## src/rtl/t04_mem_pkg.sv

```systemverilog
// Shared types and constants for the memory request unit.
package t04_mem_pkg;

   localparam int unsigned ADDR_W                 = 32;
   localparam int unsigned DATA_W                 = 32;
   localparam int unsigned SEL_W                  = 4;
   localparam int unsigned TIMEOUT_CYCLES_DEFAULT = 256;
   localparam logic [DATA_W-1:0] TIMEOUT_RDATA    = 32'h0000_0000;

   typedef enum logic [1:0] {
      IDLE  = 2'd0,
      DATA  = 2'd1,
      INSTR = 2'd2
   } state_t;

   // Captured request that drives the bus for the whole transaction
   typedef struct packed {
      logic              write;
      logic [ADDR_W-1:0] addr;
      logic [DATA_W-1:0] wdata;
      logic [SEL_W-1:0]  sel;
   } mem_req_t;

endpackage

```

## src/rtl/t04_req_timer.sv

```systemverilog
// Bus-wait cycle counter; expired is high in the LIMIT-th cycle of run.
module t04_req_timer #(
   parameter int unsigned LIMIT = 256
) (
   input  logic clk,
   input  logic rst,
   input  logic clear,
   input  logic run,
   output logic expired
);

   localparam int unsigned CW = (LIMIT > 1) ? $clog2(LIMIT) : 1;

   logic [CW-1:0] cnt_q;

   always_ff @(posedge clk or posedge rst) begin
      if (rst)        cnt_q <= '0;
      else if (clear) cnt_q <= '0;
      else if (run)   cnt_q <= cnt_q + CW'(1);
   end

   assign expired = run && (cnt_q == CW'(LIMIT - 1));

endmodule

```

## src/rtl/t04_mem_request_unit.sv

```systemverilog
// Arbitrates data and instruction requests onto a single bus, one at a time.
// Optional bus-wait abort enabled with T04_REQ_TIMEOUT_EN.
module t04_mem_request_unit
   import t04_mem_pkg::*;
#(
   parameter int unsigned TIMEOUT_CYCLES = TIMEOUT_CYCLES_DEFAULT
) (
   input  logic              clk,
   input  logic              rst,
   input  logic              d_read,
   input  logic              d_write,
   input  logic [ADDR_W-1:0] d_addr,
   input  logic [DATA_W-1:0] d_wdata,
   input  logic [SEL_W-1:0]  d_sel,
   input  logic              i_read,
   input  logic [ADDR_W-1:0] i_addr,
   output logic [DATA_W-1:0] d_rdata,
   output logic [DATA_W-1:0] i_rdata,
   output logic              d_done,
   output logic              i_done,
   output logic              stall,
   output logic              bus_read,
   output logic              bus_write,
   output logic [ADDR_W-1:0] bus_adr,
   output logic [DATA_W-1:0] bus_wdat,
   output logic [SEL_W-1:0]  bus_sel,
   input  logic [DATA_W-1:0] bus_rdat,
   input  logic              bus_ack,
   output logic              timeout_err
);

   state_t            state_q, state_d;
   mem_req_t          hold_q, hold_d;
   logic              bus_read_d, bus_write_d;
   logic              d_done_d, i_done_d;
   logic [DATA_W-1:0] d_rdata_d, i_rdata_d;
   logic              expired_c;
   logic              busy_c;

   assign busy_c = (state_q != IDLE);

   always_ff @(posedge clk or posedge rst) begin
      if (rst) state_q <= IDLE;
      else     state_q <= state_d;
   end

   // Next state, request capture and completion handling
   always_comb begin
      state_d     = state_q;
      hold_d      = hold_q;
      bus_read_d  = bus_read;
      bus_write_d = bus_write;
      d_done_d    = 1'b0;
      i_done_d    = 1'b0;
      d_rdata_d   = d_rdata;
      i_rdata_d   = i_rdata;
      unique case (state_q)
         IDLE: begin
            if (!d_done && !i_done) begin
               if (d_read || d_write) begin
                  state_d      = DATA;
                  hold_d.write = d_write && !d_read;
                  hold_d.addr  = d_addr;
                  hold_d.wdata = d_wdata;
                  hold_d.sel   = d_sel;
                  bus_read_d   = !hold_d.write;
                  bus_write_d  = hold_d.write;
               end else if (i_read) begin
                  state_d      = INSTR;
                  hold_d.write = 1'b0;
                  hold_d.addr  = i_addr;
                  hold_d.wdata = '0;
                  hold_d.sel   = '1;
                  bus_read_d   = 1'b1;
                  bus_write_d  = 1'b0;
               end
            end
         end
         DATA, INSTR: begin
            if (bus_ack || expired_c) begin
               state_d     = IDLE;
               bus_read_d  = 1'b0;
               bus_write_d = 1'b0;
               if (state_q == DATA) begin
                  d_done_d = 1'b1;
                  if (!hold_q.write) d_rdata_d = bus_ack ? bus_rdat : TIMEOUT_RDATA;
               end else begin
                  i_done_d  = 1'b1;
                  i_rdata_d = bus_ack ? bus_rdat : TIMEOUT_RDATA;
               end
            end
         end
         default: state_d = IDLE;
      endcase
   end

   always_ff @(posedge clk or posedge rst) begin
      if (rst) begin
         hold_q    <= '0;
         bus_read  <= 1'b0;
         bus_write <= 1'b0;
         d_done    <= 1'b0;
         i_done    <= 1'b0;
         d_rdata   <= '0;
         i_rdata   <= '0;
      end else begin
         hold_q    <= hold_d;
         bus_read  <= bus_read_d;
         bus_write <= bus_write_d;
         d_done    <= d_done_d;
         i_done    <= i_done_d;
         d_rdata   <= d_rdata_d;
         i_rdata   <= i_rdata_d;
      end
   end

   assign bus_adr  = hold_q.addr;
   assign bus_wdat = hold_q.wdata;
   assign bus_sel  = hold_q.sel;

   // Freeze the CPU while busy or while a request waits to be accepted
   assign stall = !rst && (busy_c || ((d_read || d_write || i_read) && !d_done && !i_done));

`ifdef T04_REQ_TIMEOUT_EN
   t04_req_timer #(
      .LIMIT (TIMEOUT_CYCLES)
   ) u_timer (
      .clk     (clk),
      .rst     (rst),
      .clear   (!busy_c && (state_d != IDLE)),
      .run     (busy_c),
      .expired (expired_c)
   );

   // Sticky until reset; an ack in the expiry cycle still wins
   always_ff @(posedge clk or posedge rst) begin
      if (rst)                       timeout_err <= 1'b0;
      else if (expired_c && !bus_ack) timeout_err <= 1'b1;
   end
`else
   assign expired_c   = 1'b0;
   assign timeout_err = 1'b0;
`endif

endmodule

```

## config.mk

```make
export PLATFORM = sky130hd
export DESIGN_NAME = t04_mem_request_unit
export DESIGN_NICKNAME = d
export VERILOG_FILES = /design/src/rtl/t04_mem_pkg.sv /design/src/rtl/t04_req_timer.sv /design/src/rtl/t04_mem_request_unit.sv
export SDC_FILE = /design/constraint.sdc
export NUM_CORES = 1
export LEC_CHECK = 0
export CAP_MARGIN = 20
export CELL_PAD_IN_SITES_DETAIL_PLACEMENT = 0
export CELL_PAD_IN_SITES_GLOBAL_PLACEMENT = 1
export CORE_MARGIN = 3
export CORE_UTILIZATION = 30
export DETAILED_ROUTE_END_ITERATION = 8
export HOLD_SLACK_MARGIN = 0.15
export PLACE_DENSITY_LB_ADDON = 0.25
export SLEW_MARGIN = 40
export SYNTH_ARGS = -nofsm -noshare
export SYNTH_HDL_FRONTEND = slang
export SYNTH_SLANG_ARGS = --single-unit
```

## constraint.sdc

```tcl
create_clock -name clk -period 5.45 [get_ports clk]
set_input_delay 1.09 -clock clk [delete_from_list [all_inputs] [get_ports clk]]
set_output_delay 1.09 -clock clk [all_outputs]
set_load 0.1 [all_outputs]
```

# --- Word-level counts from Yosys, hierarchy flattened ---
# Index checks and enable logic that the tools add are counted.
totals:
  regBits: 139
  inputBits: 138
  out_inout_bits: 138
classes:
  eq_ne: 5
  mux: 22
  n_bitwise: 2
  n_reduce_logical: 23
ops:
  columns: ["operator", "count"]
  rows:
  - ["69-bit two-way mux", 2]
  - ["1-bit two-way mux", 13]
  - ["3-bit AND reduction", 3]
  - ["2-bit two-way mux", 4]
  - ["4-bit AND reduction", 2]
  - ["2-bit nonzero test", 3]
  - ["1-bit logical AND", 5]
  - ["1-bit zero test", 5]
  - ["2-bit != test, second input constant", 2]
  - ["1-bit case mux with 2 select lines", 2]
  - ["2-bit case mux with 2 select lines", 1]
  - ["1-bit logical OR", 3]
  - ["3-bit != test, second input constant", 1]
  - ["2-bit by 1-bit == test with 1-bit output, second input constant", 1]
  - ["2-bit == test, second input constant", 1]
  - ["2-bit zero test", 1]
  - ["1-bit inverter", 2]
  - ["2-bit OR reduction", 1]

# --- Longest topological paths before layout ---
depth:
  ltp_word: 6
  depth_mapped: 8

# --- Worst setup path before layout ---
# OpenSTA, ideal clock, no wires.
synth_timing:
  kind: "input to output"
  from: "input port rst"
  to: "output port stall"
  arrival_ns: 5.000
  required_time_ns: 4.360
  slack_ns: -0.640
  cell_stages: 2
  path_buffers: 0
  cell_sequence: "inv_1 > and2_1"
synth_via:
  elab_chain_len: 2
synth_rtl:
  columns: ["item", "line_no", "rtl"]
  rows:
  - ["from (decl)", "t04_mem_request_unit.sv:9", "input logic rst,"]
  - ["1-bit zero test", "t04_mem_request_unit.sv:122", "assign stall = !rst && (busy_c || ((d_read || d_write || i_read) && !d_done && !i_done));"]
  - ["1-bit logical AND", "t04_mem_request_unit.sv:122", null]
  - ["to (decl)", "t04_mem_request_unit.sv:21", "output logic stall,"]
# No other way between the ends.

# --- Worst setup path in the final report ---
layout_timing:
  from: "input port d_read"
  to: "output port stall"
layout_via:
  elab_chain_len: 6
layout_rtl:
  columns: ["item", "line_no", "rtl"]
  rows:
  - ["from (decl)", "t04_mem_request_unit.sv:10", "input logic d_read,"]
  - ["1-bit logical OR (2 in a row)", "t04_mem_request_unit.sv:122", null]
  - ["1-bit logical AND (2 in a row)", "t04_mem_request_unit.sv:122", null]
  - ["1-bit logical OR", "t04_mem_request_unit.sv:122", null]
  - ["1-bit logical AND", "t04_mem_request_unit.sv:122", null]
# No other way between the ends.

==> results_dict.tcl <==
set metrics [dict create \
    root_buffer "clkbuf_16" \
    reg2reg_depth 6 \
    hold_buffers 0 \
    ys_warn_count 0 \
    num_antenna_cells 0 \
    wl_per_cell_um 16.7 \
    cts.repair.resized 0 \
    run_status "finished, final reports clean" \
    grt_pass1_vias 4806 \
    synth.top_cell.area_share_pct 53.9 \
    clk-insertion-delay-late_ps 410 \
    post-synth-top-count-cell "dfrtp_1" \
    slowest_delay_ps 600 \
    gp_congestion 0.806 \
    crit_path_start_kind "input port" \
    ys_seq_elements 139 \
    synth_common_cells "dfrtp_1, mux2_1, buf_4" \
    synth_edf_count 0 \
    cts.sinks 139 \
    clk_pin_slew_ps 60 \
    synth_cell_types 35 \
    crit_chain "clkdlybuf4s50_1 -> nor3_1 -> o31ai_1 -> and2_1 -> buf_4" \
    cts_made_buffers 17 \
    critPathSlowestCell "clkdlybuf4s50_1" \
    start_util_pct 30.6 \
    cpLargestDelayFamily "buffers and inverters" \
    detail-route-antenna-nets 0 \
    coreArea_sq_mm 0.0211 \
    synthArstFlopShare_pct 100 \
    drt_iter0_drc 159 \
    overflow 0 \
    syn2layout_area_growth_pct 37.9 \
    rr_endpoint "hold_q[68]$_DFFE_PP0P_" \
    cp-end-kind "output pin" \
    critical_path_arrival_ps 2710 \
    vias_per_cell 4.39 \
    syn_nets 643 \
    finalWirelength_um 16600 \
    dieArea_sq_mm 0.0233 \
    max_freq_ghz 0.263 \
    nets 849 \
    cp_num_buf_inv 2 \
    io_pins 276 \
    grt_max_degree 77 \
    die_h_um 153 \
    path_max_fanout 6 \
    synth_top_area_cell "dfrtp_1" \
    io_buffers 274 \
    finalHoldViolations 0 \
    track_usage_pct 14.3 \
    setup_tns_ps 0 \
    fillers 1998 \
    slew_headroom_pct 51.0 \
    required_ps 4360 \
    r2r_start "state_q[1]$_DFFE_PP0P_" \
    std_cell_rows 53 \
    hold_end "bus_sel[3]$_DFFE_PP0P_" \
    ys_seq_area_share_pct 53.9 \
    hpwl_um 11900 \
    slew_violations 0 \
    grt_pass1_wl_um 26400 \
    final_util_pct 42.2 \
    clock_skew_ps 7.34 \
    synthTopCellsByArea "dfrtp_1, mux2_1, buf_4" \
    finalCriticalPeriod_ps 3800 \
    synth_area_sq_mm 0.00645 \
    drive_above_1_share_pct 29.6 \
    tightest_slew_ps 735 \
    drc_errors 0 \
    avgSynthCellArea_sq_um 12.8 \
    r2r_slack_ps 2990 \
    path_class "in2out" \
    first_pass_iters 6 \
    htree_levels 4 \
    die_w_um 153 \
    antenna_found_initial 0 \
    rsz0062_at_grt "no" \
    min_from "bus_sel[3]$_DFFE_PP0P_" \
    setup_viol 0 \
    cts_buffer_depth 2 \
    synthFlopType "dfrtp_1" \
    hold_class "reg2reg" \
    finalCritPeriodShare_pct 69.7 \
    cts_setup_buffers 0 \
    cap_violations 0 \
    whs_path_depth 1 \
    num_vias 4377 \
    cts_tree "done" \
    synthCells 503 \
]
[stage by stage]
step	instance area (sq um)	instances	hold WS, ps	setup WS (ps)
2_1_floorplan	6450	503	448	471
3_3_place_gp	8940	963	467	1660
3_5_place_dp	8310	965	476	1660
4_1_cts	8890	997	491	1660
5_1_grt	8900	997	508	1500
6_report	8900	997	485	1650
[worst register-to-register path: stages (launching register included)]
cell and delay [ps]:
dfrtp_1 380, inv_1 100, ha_1 250, nor3b_4 230, nor2b_4 570, buf_12 390, mux2_1 410
[flip-flops by register name (all words and copies together), names as in the netlist]
register,flops
d_done,1
bus_adr,32
bus_sel,4
i_done,1
bus_read,1
bus_wdat,32
i_rdata,32
d_rdata,32
bus_write,1
state_q,2
hold_q,1
[layer usage]
metal  share of wire (%)  vias up  track usage (%)
met5                   0        -                0
li1                    -     2058                -
met2                  48      172             23.6
met1                  40     2135             16.1
met4                 1.1        0             3.56
met3                  11       12             8.01
[cell usage in the layout, fill, tap and decap left out, types with 4 or more instances in the layout]
| cell type | count |
|---|---|
| inv_1 | 37 |
| o21ai_1 | 32 |
| clkbuf_16 | 17 |
| mux2_4 | 29 |
| buf_2 | 136 |
| clkdlybuf4s50_1 | 137 |
| buf_4 | 4 |
| inv_6 | 5 |
| clkinvlp_4 | 4 |
| nand3_1 | 32 |
| mux2_1 | 97 |
| dfrtp_1 | 139 |
| nand3b_1 | 5 |
| o21a_1 | 4 |
[worst max-delay path by stage]
stage                  to  startpoint  cells past startpoint  slack (ps)
global placement    stall      d_read                      5        1660
finish              stall      d_read                      5        1650
floorplan           stall         rst                      2         470
global route        stall      d_read                      5        1500
CTS                 stall      d_read                      5        1660
detailed placement  stall     d_write                      5        1660
[area by class of cell]
| type | instances | area (sq um) | area share (%) |
|---|---|---|---|
| sequential | 139 | 3480 | 39.1 |
| multi-input combinational | 230 | 2180 | 24.5 |
| timing repair buffer | 282 | 2170 | 24.4 |
| clock buffer | 18 | 429 | 4.82 |
| tap | 275 | 344 | 3.87 |
| clock inverter | 14 | 153 | 1.72 |
| inverter | 39 | 150 | 1.69 |
[logic make-up (layout without fill, tap and decap cells)]
logic type | count (synthesis) | in the layout | share of synthesized area [%]
AOI/OAI and AO/OA | 45 | 45 | 3.94
DFF | 139 | 139 | 53.9
and+or+nand+nor | 52 | 52 | 4.60
other | 1 | 1 | 0.0581
adders and majority gates | 2 | 2 | 0.388
muxes | 130 | 130 | 24.4
buffers and inverters | 134 | 353 | 12.7
Power is not shown: default switching activity piles up to over one toggle a cycle in this logic, so the estimate is an artifact.
